==> src/rtl/qsin_nco_iq.sv <==
// Quadrature NCO around an external two-port quarter-sine LUT: phase accumulation and
// quadrant folding on the address side, mirror/negate reconstruction on the data side.
module qsin_nco_iq #(
  parameter int PW    = 32,
  parameter int ABITS = 10,
  parameter int DW    = 16
) (
  input  logic             clk,
  input  logic             rst,
  input  logic             en,
  input  logic             sync_clr,
  input  logic [PW-1:0]    freq_word,
  input  logic [PW-1:0]    phase_off,
  output logic [ABITS-1:0] lut_addr1,
  output logic [ABITS-1:0] lut_addr2,
  input  logic [DW-1:0]    lut_data1,
  input  logic [DW-1:0]    lut_data2,
  output logic [DW-1:0]    sin_out,
  output logic [DW-1:0]    cos_out,
  output logic             out_valid
);

  localparam int LOW = PW - 2 - ABITS;

  logic [PW-1:0]    acc_reg;
  logic [1:0]       quad;
  logic [ABITS-1:0] idx;
  logic             launch;
  logic             v1_reg;
  logic             v2_reg;
  logic             valid_reg;

  // Sub-index phase bits only matter for carries into the sum.
  generate
    if (LOW > 0) begin : g_low
      logic [LOW-1:0] phase_unused;
      assign {quad, idx, phase_unused} = acc_reg + phase_off;
    end else begin : g_nolow
      assign {quad, idx} = acc_reg + phase_off;
    end
  endgenerate

  assign launch = en & ~sync_clr;

  always_ff @(posedge clk) begin
    if (rst || sync_clr) begin
      acc_reg <= '0;
    end else if (en) begin
      acc_reg <= acc_reg + freq_word;
    end
  end

  always_ff @(posedge clk) begin
    if (rst) begin
      v1_reg    <= 1'b0;
      v2_reg    <= 1'b0;
      valid_reg <= 1'b0;
    end else begin
      v1_reg    <= launch;
      v2_reg    <= v1_reg;
      valid_reg <= v2_reg;
    end
  end

  // Channel 0 is sine, channel 1 is cosine; cosine is sine one quadrant ahead.
  // Odd quadrants read the table mirrored, the upper half-turn is negated.
  generate
    for (genvar gi = 0; gi < 2; gi++) begin : g_ch
      logic [1:0]       quad_ch;
      logic [ABITS-1:0] addr_reg;
      logic             neg1_reg;
      logic             neg2_reg;
      logic [DW-1:0]    data_ch;
      logic [DW-1:0]    out_reg;

      assign quad_ch = quad + 2'(gi);
      assign data_ch = (gi == 0) ? lut_data1 : lut_data2;

      always_ff @(posedge clk) begin
        if (rst) begin
          addr_reg <= '0;
          neg1_reg <= 1'b0;
          neg2_reg <= 1'b0;
          out_reg  <= '0;
        end else begin
          if (launch) begin
            addr_reg <= quad_ch[0] ? ~idx : idx;
            neg1_reg <= quad_ch[1];
          end
          neg2_reg <= neg1_reg;
          if (v2_reg) begin
            out_reg <= neg2_reg ? DW'(-data_ch) : data_ch;
          end
        end
      end
    end
  endgenerate

  assign lut_addr1 = g_ch[0].addr_reg;
  assign lut_addr2 = g_ch[1].addr_reg;
  assign sin_out   = g_ch[0].out_reg;
  assign cos_out   = g_ch[1].out_reg;
  assign out_valid = valid_reg;

endmodule

==> config.mk <==
export PLATFORM = sky130hd
export DESIGN_NAME = qsin_nco_iq
export DESIGN_NICKNAME = d
export VERILOG_FILES = /design/src/rtl/qsin_nco_iq.sv
export SDC_FILE = /design/constraint.sdc
export NUM_CORES = 1
export LEC_CHECK = 0
export CORE_AREA = 2 2 119 121
export DETAILED_ROUTE_END_ITERATION = 8
export DIE_AREA = 0 0 121 123
export PLACE_DENSITY = 0.78
export SLEW_MARGIN = 20
export SYNTH_ARGS = -nofsm -noshare
export SYNTH_HDL_FRONTEND = slang
export SYNTH_SLANG_ARGS = --single-unit
==> constraint.sdc <==
create_clock -name clk -period 4.9 [get_ports clk]
set_input_delay 0.735 -clock clk [delete_from_list [all_inputs] [get_ports clk]]
set_output_delay 0.735 -clock clk [all_outputs]
set_load 0.05 [all_outputs]
* Yosys cells after proc, flatten, opt, wreduce, memory -nomap -nowiden
Index checks and enable logic that the tools add are counted.
** Cells by class
- Div/mod/pow operators :: 0
- Add/sub/neg operators :: 5
- Mux-type cells :: 4
- Eq/ne operators :: 0
- Bitwise logic cells :: 3
- $mul :: 0
- Reduce and logical (&&, ||, !) cells :: 1
- Order comparisons :: 0
- Shifts and indexed selects :: 0
** Operator list (count)
- adder 32 bit :: 2
- 2-to-1 mux 16 bit :: 2
- negation 16 bit :: 2
- 2-to-1 mux 10 bit :: 2
- inverter 10 bit :: 1
- adder 2 x 1 -> 2 bit (second input constant) :: 1
- AND 1 bit :: 1
- logical OR 1 bit :: 1
- inverter 1 bit :: 1
** Word-level totals
- Memories :: 0
- Memory bits (writable) :: 0
- Word-level logic and storage cells :: 25
- Bits in latches :: 0
- Input bits :: 100
- Register bits after elaboration :: 91
- ROM bits :: 0
- Output and inout bits :: 53

* Longest topological paths before layout
- Word-level depth :: 3
- Depth in mapped cells :: 10
- Gate-level depth less buffers :: 10

* Worst setup path after synthesis
No wires, ideal clock.
- Kind :: input -> register
- Start :: in freq_word[0]
- End :: reg acc_reg[28]
- Setup slack :: 1.749 ns
- Setup time :: 0.117 ns
- Stages on the path :: 10
- Arrival :: 3.034 ns
- Cells stage by stage :: ha_1 fa_1 a211oi_1 o21ai_0 nand4b_1 a21boi_1 a21oi_1 a22oi_1 a2111o_1 a32o_1
** On the way
- Cells in the longest elaborated chain, start to end :: 1
** Ends and longest elaborated chain
- start: declaration :: RTL line 12 : input logic [PW-1:0] freq_word,
- adder 32 bit :: RTL line 49 : acc_reg <= acc_reg + freq_word;
- end signal: assignment :: RTL line 49
- end: declaration :: RTL line 25 : logic [PW-1:0] acc_reg;
Every way passes these cells.
A chain may end at the register's enable or synchronous reset.

* Final worst setup path
- Start :: in freq_word[0]
- End :: reg acc_reg[30]
The elaborated chain is that of the path after synthesis.

==> results.sh <==
export IMPL_h_tree_depth=3
export IMPL_critPathSlowestCell="fa_1"
export IMPL_cts_buffers=9
export IMPL_cts_tree="built"
export IMPL_drtPass1Iterations=5
export IMPL_rsz0062_at_grt="no"
export IMPL_setup_viol=0
export IMPL_grt_pass1_vias=5892
export IMPL_overflow=0
export IMPL_nets=1099
export IMPL_start_util_pct=48.7
export IMPL_max_cap_violations=0
export IMPL_placementRows=43
export IMPL_synthFlopType="dfxtp_1"
export IMPL_fin_worst_skew_ns=0.0110
export IMPL_hold_violations=0
export IMPL_grt_max_degree=65
export IMPL_post_cts_buffers=0
export IMPL_drc_errors=0
export IMPL_ios=153
export IMPL_synth_edf_count=0
export IMPL_cp_num_buf_inv=1
export IMPL_cp_end_kind="register"
export IMPL_drt_iter0_markers=288
export IMPL_tns_ns=0
export IMPL_fin_ws_ns=1.18
export IMPL_portBuffers=152
export IMPL_largest_reg_flops=32
export IMPL_hold_class="reg2reg"
export IMPL_die_area_um2=14900
export IMPL_seq_area_frac_synth_pct=27.5
export IMPL_async_reset_ff_share_pct=0
export IMPL_clk_path_buf_depth=2
export IMPL_crit_chain="clkdlybuf4s50_1, ha_1, fa_1, a211oi_1, o21ai_0, nand4b_1, a21boi_1, a21oi_1, a22oi_1, a311oi_1, mux2_2"
export IMPL_yosysUniqueCellTypes=67
export IMPL_clkTransAtPathRegs_ns=0.08
export IMPL_syn_num_nets=969
export IMPL_drtAntennaViolNets=0
export IMPL_outcome="finished, final reports clean"
export IMPL_n_antenna_cell=0
export IMPL_track_usage_pct=23.6
export IMPL_dieWidth_um=121
export IMPL_synth_area_um2=6630
export IMPL_cp_data_arrival_time_ns=3.96
export IMPL_yosysWarnings=0
export IMPL_drive_gt1_share_pct=4.26
export IMPL_cpPeakStageDelay_ns=0.43
export IMPL_period_needed_ns=3.72
export IMPL_synth_avg_cell_area_um2=8.24
export IMPL_syn_to_final_growth_pct=29.2
export IMPL_finalMaxSlewViolations=0
export IMPL_start_kind="primary input"
export IMPL_dpl_worst_slack_ns=0.873
export IMPL_total_leakage_power_nw=3.45
export IMPL_grt_first_pass_wirelength_mm=28.1
export IMPL_viasPerCell=5.63
export IMPL_gp_congestion=0.899
export IMPL_worst_slew_pin_slew_ns=0.962
export IMPL_p_per_area_nw_per_um2=254
export IMPL_criticalPathCategory="in2reg"
export IMPL_cts_num_sinks=91
export IMPL_cts_resized=0
export IMPL_dp_hpwl_mm=13.4
export IMPL_route_vias_total=6309
export IMPL_routed_wl_mm=17.3
export IMPL_cp_top_family="compound AO/OA/AOI/OAI gates"
export IMPL_clk_insertion_delay_late_ns=0.35
export IMPL_cts_hold_buf=0
export IMPL_synth_cells=805
export IMPL_timing_slew_headroom_pct=35.6
export IMPL_peakVddDrop_mv=0.162
export IMPL_required_ns=5.15
export IMPL_cp_max_fo=4
export IMPL_wire_per_inst_um=15.5
export IMPL_fmax_mhz=269
export IMPL_root_buffer="clkbuf_16"
export IMPL_die_h_um=123
export IMPL_ys_ff_latch=91
export IMPL_min_period_over_period_pct=75.9
export IMPL_antenna_found_initial=0
export IMPL_core_um2=13600
## cells by family after synthesis
group	after synthesis	share of synthesized area, %
and+or+nand+nor	268	18.8
AOI/OAI and AO/OA	245	25.4
DFF	91	27.5
xor gates and xnor gates	67	10.1
adders and majority gates	64	12.2
buffers and inverters	50	2.94
muxes	20	3.06
## worst register-to-register path, cell delays in order, from the launching register on
cell and delay (ns):
dfxtp_1 0.41, ha_1 0.27, a31o_2 0.23, a21oi_1 0.16, o21ai_1 0.19, a211oi_2 0.33, a21oi_4 0.12, xnor2_2 0.68
xor3_1 0.50, a211oi_1 0.26
## cell type report
class	instances	area, um^2
clock buffer	9	225
clock inverter	7	82.6
fill	1186	5040
inverter	14	52.6
multi-input combinational	664	4620
sequential	91	1830
tap	180	225
timing repair buffer	155	1540
## per-stage QoR
step	area [um^2]	hold WS (ns)	utilization [%]	std cells	power, mW
6_report	8570	0.439	62.9	1120	2.18
5_1_grt	8570	0.458	62.9	1120	2.27
4_1_cts	8560	0.442	62.9	1120	2.18
3_5_place_dp	8260	0.428	60.7	1104	1.44
3_3_place_gp	8260	0.417	60.7	1104	1.44
2_1_floorplan	6630	0.414	-	805	1.23
## placed cells by master, fill, tap and decap left out, types with 3 or more instances in the layout
master / count
clkdlybuf4s50_1: 151
nor2_1: 114
dfxtp_1: 90
ha_1: 63
nand2_1: 57
a21oi_1: 57
a211oi_1: 44
xor2_1: 37
o21ai_0: 34
xnor2_1: 24
mux2i_1: 18
a21o_1: 16
inv_1: 14
nor3_1: 14
o21a_1: 14
a31oi_1: 13
or3_1: 11
o31ai_1: 11
nor2b_1: 10
and3_1: 10
o21bai_1: 10
nand3_1: 9
clkbuf_16: 9
nand2b_1: 7
nand4_1: 7
nor4_1: 6
a21boi_0: 5
and2_1: 5
o211ai_1: 4
xor3_1: 4
o31a_1: 4
nand3b_1: 3
a211oi_2: 3
a2111o_1: 3
or4_1: 3
or2_2: 3
buf_4: 3
## synth_stat cells (3+ instances only)
cell / number / share of area [%]
or4_1: 3 / 0.34
nand2_1: 57 / 3.2
buf_1: 5 / 0.28
o21bai_1: 10 / 1.1
nor2_1: 115 / 6.5
a21o_1: 16 / 1.8
a21oi_1: 57 / 4.3
nor3_1: 14 / 1.1
nor4_1: 6 / 0.57
clkbuf_1: 30 / 1.7
o21ai_0: 34 / 2.6
ha_1: 63 / 12
a31oi_1: 13 / 1.2
nand2b_1: 7 / 0.66
nand3_1: 9 / 0.68
xor2_1: 37 / 4.9
or3_1: 11 / 1.0
mux2i_1: 18 / 2.7
o211ai_1: 4 / 0.45
or2_2: 3 / 0.28
and2_1: 5 / 0.47
and3_1: 10 / 0.94
xor3_1: 4 / 1.4
dfxtp_1: 91 / 27
xnor2_1: 24 / 3.2
nand4_1: 7 / 0.66
a211oi_1: 44 / 5.0
a2111o_1: 3 / 0.51
a211oi_2: 3 / 0.57
o31a_1: 4 / 0.53
a21boi_0: 5 / 0.57
o21a_1: 14 / 1.6
nand3b_1: 3 / 0.34
o31ai_1: 11 / 1.2
inv_1: 14 / 0.79
nor2b_1: 10 / 0.94
## power breakdown
group | internal [mW] | switching [mW]
sequential | 0.777 | 0.0313
clock | 0.406 | 0.336
combinational | 0.282 | 0.343
## metal layers
layer	up-vias	GRT usage, %	wire (um)
met1	2857	31.6	8100
met3	30	3.00	990
li1	3213	-	-
met4	0	8.43	412
met2	209	39.1	7820
met5	-	0	0
## path summary, 6_finish.rpt
| check | startpoint | endpoint | slack, ns | depth (start not counted) |
|---|---|---|---|---|
| hold reg to reg | v1_reg | v2_reg | 0.44 | 1 |
| setup / recovery | freq_word[0] | acc_reg[30] | 1.18 | 11 |
| hold / removal | v1_reg | v2_reg | 0.44 | 1 |
| setup reg to reg | acc_reg[1] | lut_addr2[1] | 1.67 | 9 |
Power figures use the tool's default switching activity.
